[src/rtl/wb_pkg.sv]
// Shared writeback definitions: data/register geometry and the writeback source select.
package wb_pkg;

  localparam int unsigned XLEN      = 32;
  localparam int unsigned REG_COUNT = 32;
  localparam int unsigned AW        = 5;

  typedef enum logic [1:0] {
    WB_ALU  = 2'b00,
    WB_LOAD = 2'b01,
    WB_PC4  = 2'b10,
    WB_RSVD = 2'b11
  } wb_sel_e;

endpackage : wb_pkg

[src/rtl/wb_mux.sv]
// Writeback source select (ALU / load / PC+4), purely combinational.
// Ports:
//   sel      - writeback source select (wb_sel_e encoding)
//   alu      - ALU result
//   load     - load data
//   pc4      - link value (PC+4)
//   wb_data  - selected writeback value
module wb_mux #(
  parameter int unsigned XLEN = wb_pkg::XLEN
) (
  input  logic [1:0]      sel,
  input  logic [XLEN-1:0] alu,
  input  logic [XLEN-1:0] load,
  input  logic [XLEN-1:0] pc4,
  output logic [XLEN-1:0] wb_data
);

  import wb_pkg::*;

  // Reserved encoding falls back to the ALU result.
  always_comb begin
    wb_data = alu;
    case (wb_sel_e'(sel))
      WB_LOAD: wb_data = load;
      WB_PC4:  wb_data = pc4;
      default: wb_data = alu;
    endcase
  end

endmodule : wb_mux

[src/rtl/wb_regfile.sv]
// Writeback stage register file: selects the writeback value, commits it to
// x1..x31, serves two combinational read ports with write-through bypass and
// counts committed writes.
// Ports:
//   clk, resetn                     - clock, asynchronous active-low reset
//   reg_write_in, rd_address_in     - write enable / destination from MEM/WB
//   alu_or_load_or_pc_plus_four_in  - writeback source select
//   alu_result_in, read_data_in,
//   pc_plus_four_in                 - writeback candidates
//   rs1_address/rs1_data,
//   rs2_address/rs2_data            - decode read ports (combinational)
//   wb_data_out                     - selected writeback value (combinational)
//   write_count                     - committed writes to non-zero registers
module wb_regfile #(
  parameter int unsigned XLEN      = wb_pkg::XLEN,
  parameter int unsigned REG_COUNT = wb_pkg::REG_COUNT
) (
  input  logic            clk,
  input  logic            resetn,
  input  logic            reg_write_in,
  input  logic [4:0]      rd_address_in,
  input  logic [1:0]      alu_or_load_or_pc_plus_four_in,
  input  logic [XLEN-1:0] alu_result_in,
  input  logic [XLEN-1:0] read_data_in,
  input  logic [XLEN-1:0] pc_plus_four_in,
  input  logic [4:0]      rs1_address,
  input  logic [4:0]      rs2_address,
  output logic [XLEN-1:0] rs1_data,
  output logic [XLEN-1:0] rs2_data,
  output logic [XLEN-1:0] wb_data_out,
  output logic [31:0]     write_count
);

  logic [XLEN-1:0] regs [REG_COUNT];
  logic            we;

  wb_mux #(.XLEN(XLEN)) u_wb_mux (
    .sel     (alu_or_load_or_pc_plus_four_in),
    .alu     (alu_result_in),
    .load    (read_data_in),
    .pc4     (pc_plus_four_in),
    .wb_data (wb_data_out)
  );

  // Gating with resetn drops a pending write the instant reset asserts.
  assign we = reg_write_in && (rd_address_in != 5'd0) && resetn;

  // Register array; x0 is never written because we excludes rd == 0.
  always_ff @(posedge clk or negedge resetn) begin
    if (!resetn) begin
      for (int i = 0; i < int'(REG_COUNT); i++) begin
        regs[i] <= '0;
      end
    end else if (we) begin
      regs[rd_address_in] <= wb_data_out;
    end
  end

  // Committed-write counter, wraps silently.
  always_ff @(posedge clk or negedge resetn) begin
    if (!resetn) begin
      write_count <= 32'd0;
    end else if (we) begin
      write_count <= write_count + 32'd1;
    end
  end

  // Read port 1: zero in reset or for x0, bypass on same-cycle write.
  always_comb begin
    rs1_data = '0;
    if (resetn && (rs1_address != 5'd0)) begin
      if (we && (rs1_address == rd_address_in)) begin
        rs1_data = wb_data_out;
      end else begin
        rs1_data = regs[rs1_address];
      end
    end
  end

  // Read port 2: same policy as port 1.
  always_comb begin
    rs2_data = '0;
    if (resetn && (rs2_address != 5'd0)) begin
      if (we && (rs2_address == rd_address_in)) begin
        rs2_data = wb_data_out;
      end else begin
        rs2_data = regs[rs2_address];
      end
    end
  end

endmodule : wb_regfile

[config.mk]
export PLATFORM = sky130hd
export DESIGN_NAME = wb_regfile
export DESIGN_NICKNAME = d
export VERILOG_FILES = /design/src/rtl/wb_pkg.sv /design/src/rtl/wb_mux.sv /design/src/rtl/wb_regfile.sv
export SDC_FILE = /design/constraint.sdc
export NUM_CORES = 2
export LEC_CHECK = 0
export CORE_AREA = 2 2 313 315
export DETAILED_ROUTE_END_ITERATION = 10
export DIE_AREA = 0 0 315 317
export HOLD_SLACK_MARGIN = 0.06
export PLACE_DENSITY_LB_ADDON = 0.1
export SYNTH_ARGS = -nofsm -noshare
export SYNTH_HDL_FRONTEND = slang
export SYNTH_HIERARCHICAL = 1
export SYNTH_SLANG_ARGS = --single-unit
[constraint.sdc]
create_clock -name clk -period 3.5 [get_ports clk]
set_input_delay 0.7 -clock clk [delete_from_list [all_inputs] [get_ports clk]]
set_output_delay 0.7 -clock clk [all_outputs]
set_load 0.05 [all_outputs]
==> summary.md <==
| Metric | Value |
|---|---|
| Status | `finished, violations left` |
| Failing checks | `negative setup slack` |
| Worst r2r path cells | `7` |
| Final setup viols | `1` |
| Top-Level Pins | `244` |
| Syn avg cell area | `14.1 sq um` |
| R2R Setup Slk | `1.62 ns` |
| WL final | `between 150000 and 200000 um` |
| Most instantiated library cell after synthesis | `dfrtp_1` |
| RSZ-0062 raised after global routing | `true` |
| Drt initial violations | `4781` |
| Required @ worst endpoint | `2.80 ns` |
| RR Startpoint | `write_count[0]$_DFFE_PN0P_` |
| Worst Path Arrival | `2.82 ns` |
| PwrDens | `479 nW/um^2` |
| Final min period | `3.52 ns` |
| Initial Util | `0.596` |
| Mapped Area | `57400 sq um` |
| DRT Pass-1 Iters | `5` |
| Final TNS setup | `-0.0155 ns` |
| Metal2 WL | `~86000 um` |
| H-tree Lvls | `3` |
| Die Ht | `around 320 um` |
| Gpl congestion | `0.982` |
| DRC Markers | `0` |
| Worst Tran Pin Value | `roughly 1.1 ns` |
| Global route overflow | `0` |
| WL met3 | `approximately 23000 um` |
| CP Max Fanout | `12` |
| Setup WS pre-CTS | `-0.281 ns` |
| Final worst path period share | `1.00` |
| Clock buffer count from CTS | `111` |
| Routed Antenna Nets | `0` |
| Setup ws final | `-0.0155 ns` |
| Number of distinct library cells after synthesis | `56` |
| Area grow syn2layout | `23.7%` |
| Register area share after synthesis | `0.460` |
| Post-synth EDFFs | `0` |
| Final Hold Viols | `0` |
| Main synth FF type | `dfrtp_1` |
| Area leader, netlist | `dfrtp_1` |
| Initial antenna violation count | `3` |
| FMAX | `~0.28 GHz` |
| Type of origin of the critical path | `input port` |
| Die ar. | `99900 sq um` |
| Synth async-reset ratio | `1.00` |
| IO buf count | `~240` |
| Clock slew at reported path FFs | `around 0.060 ns` |
| Clk Latency, worst-skew pair | `~0.70 ns` |
| Synth Net Count | `~4200` |
| Total GRT Usage | `0.385` |
| Slew HR | `0.251` |
| Root Driver | `clkbuf_16` |
| Vias per cell | `between 7 and 8` |
| CP endpoint kind | `output port` |
| TritonCTS clock tree | `built` |
| Bufs on Longest Clock Path | `3` |
| Core Box Area | `96300 sq um` |
| Yosys reg bits | `roughly 1100` |
| Cells after Synth | `4071` |
| Vias in the first global route | `42600` |
| # Max-Cap Violations | `0` |
| Clk sinks | `1056` |
| Yosys top cell area share | `0.460` |
| # rows | `about 110` |
| Top cells by area, synth | `dfrtp_1 (46%), mux2_2 (16%), mux4_2 (15%)` |
| Largest net degree at the start of global routing | `between 150 and 200` |
| FF-to-FF End | `write_count[30]$_DFFE_PN0P_` |
| Min-delay worst type | `in -> async` |
| Clock skew | `0.0337 ns` |
| Final net count | `4671` |
| Post-DR wirelength/cell | `32.6 um` |
| Tot Pwr | `between 30 and 40 mW` |
| Leakage | `32.4 nW` |
| Final Slew Violations | `0` |
| First-pass GRT wire length | `282000 um` |
| Detailed-route via count | `41900` |
| Top sig layer | `met4` |
| Wl on met1 | `~75000 um` |
| Most frequent cells after synthesis | `dfrtp_1 (1056), mux2_2 (807), mux4_2 (384)` |
| Worst hold slack | `0.149 ns` |
| Layout cells sized above 1 | `0.480` |
| Yosys warns | `6` |
| Peak supply drop | `0.420 mV` |
| Dpl hpwl | `approximately 120000 um` |
| Chip width | `approximately 320 um` |
| Crit Path Category | `in -> out` |
-- flip-flops by register name, indices dropped and copies added, names as in the netlist --
register     flops
write_count     32
regs          1024
-- layout by cell type, fill, tap and decap left out, types with 33 or more instances in the layout --
master / n
a21oi_1: 73
a221oi_1: 89
a22oi_1: 148
buf_12: 205
buf_4: 434
clkbuf_1: 33
clkbuf_16: 120
clkdlybuf4s50_1: 129
dfrtp_1: 1056
mux2_1: 276
mux2_2: 807
mux2i_1: 197
mux4_2: 384
nand2_1: 76
nand3_1: 42
nor2_1: 41
-- stage by stage --
stage	utilization	instance area (sq um)	cells
floorplan	-	57700	4071
finish	0.738	71000	5918
global route	0.738	71000	5916
CTS	0.732	70500	5891
global placement	0.688	66200	5660
detailed placement	0.688	66200	5660
-- how the worst max path moves through the flow --
stage / from / endpoint / slack [ns] / depth (start not counted)
2_1_floorplan: rs2_address[1] / rs2_data[31] / -0.24 / 8
3_3_place_gp: rd_address_in[1] / rs1_data[18] / -0.21 / 10
5_1_grt: rs1_address[2] / rs1_data[17] / -0.11 / 10
3_5_place_dp: rd_address_in[1] / rs1_data[22] / -0.28 / 10
6_report: rs2_address[2] / rs2_data[2] / -0.02 / 9
4_1_cts: alu_or_load_or_pc_plus_four_in[1] / rs1_data[9] / 0.0002 / 10
-- area by class of cell --
class                      instances  area (sq um)
inverter                           5          18.8
clock buffer                     176          3380
tap                             1276          1600
sequential                      1056         26400
clock inverter                    25           298
multi-input combinational       2545         29700
antenna                            2          5.00
timing repair buffer             833          9660
fill                            6243         25200
-- critical path, cell delays in order --
cell	delay (ns)
buf_4	0.20
buf_4	0.16
and2b_1	0.23
buf_12	0.17
a221oi_1	0.39
buf_4	0.21
o211ai_1	0.12
o31ai_2	0.34
buf_4	0.27
-- kinds of logic (layout without fill, tap and decap cells) --
kind of cell / after synthesis / count (layout) / share of synthesized area
simple gates: 250 / 252 / 0.0210
other cells: 0 / 2 / 0
fa+ha+maj: 3 / 3 / 0.000654
xor+xnor: 41 / 41 / 0.00625
mux: 1665 / 1665 / 0.397
flops: 1056 / 1056 / 0.460
compound gates: 584 / 584 / 0.0758
buf+inv: 472 / 1039 / 0.0386
-- per-layer routing --
| metal | track usage | vias up |
|---|---|---|
| li1 | - | 16700 |
| met1 | 0.529 | 22200 |
| met2 | 0.571 | 2472 |
| met3 | 0.118 | 508 |
| met4 | 0.165 | 0 |
| met5 | 0 | - |
-- power by group --
group          switching [mW]  internal, mW
logic                    3.64          3.71
clock network            5.03          7.00
registers                1.08          13.6
total                    9.75          24.3
-- timing repair --
action                     CTS  global route
resized for setup           59            71
hold endpoints to repair     2             0
hold buffers                 1             0
pin swaps                   24            22
setup endpoints to repair   63            62
setup buffers               23            21
gates cloned                 7             6
No activity file was read; power rests on OpenSTA's default activity.
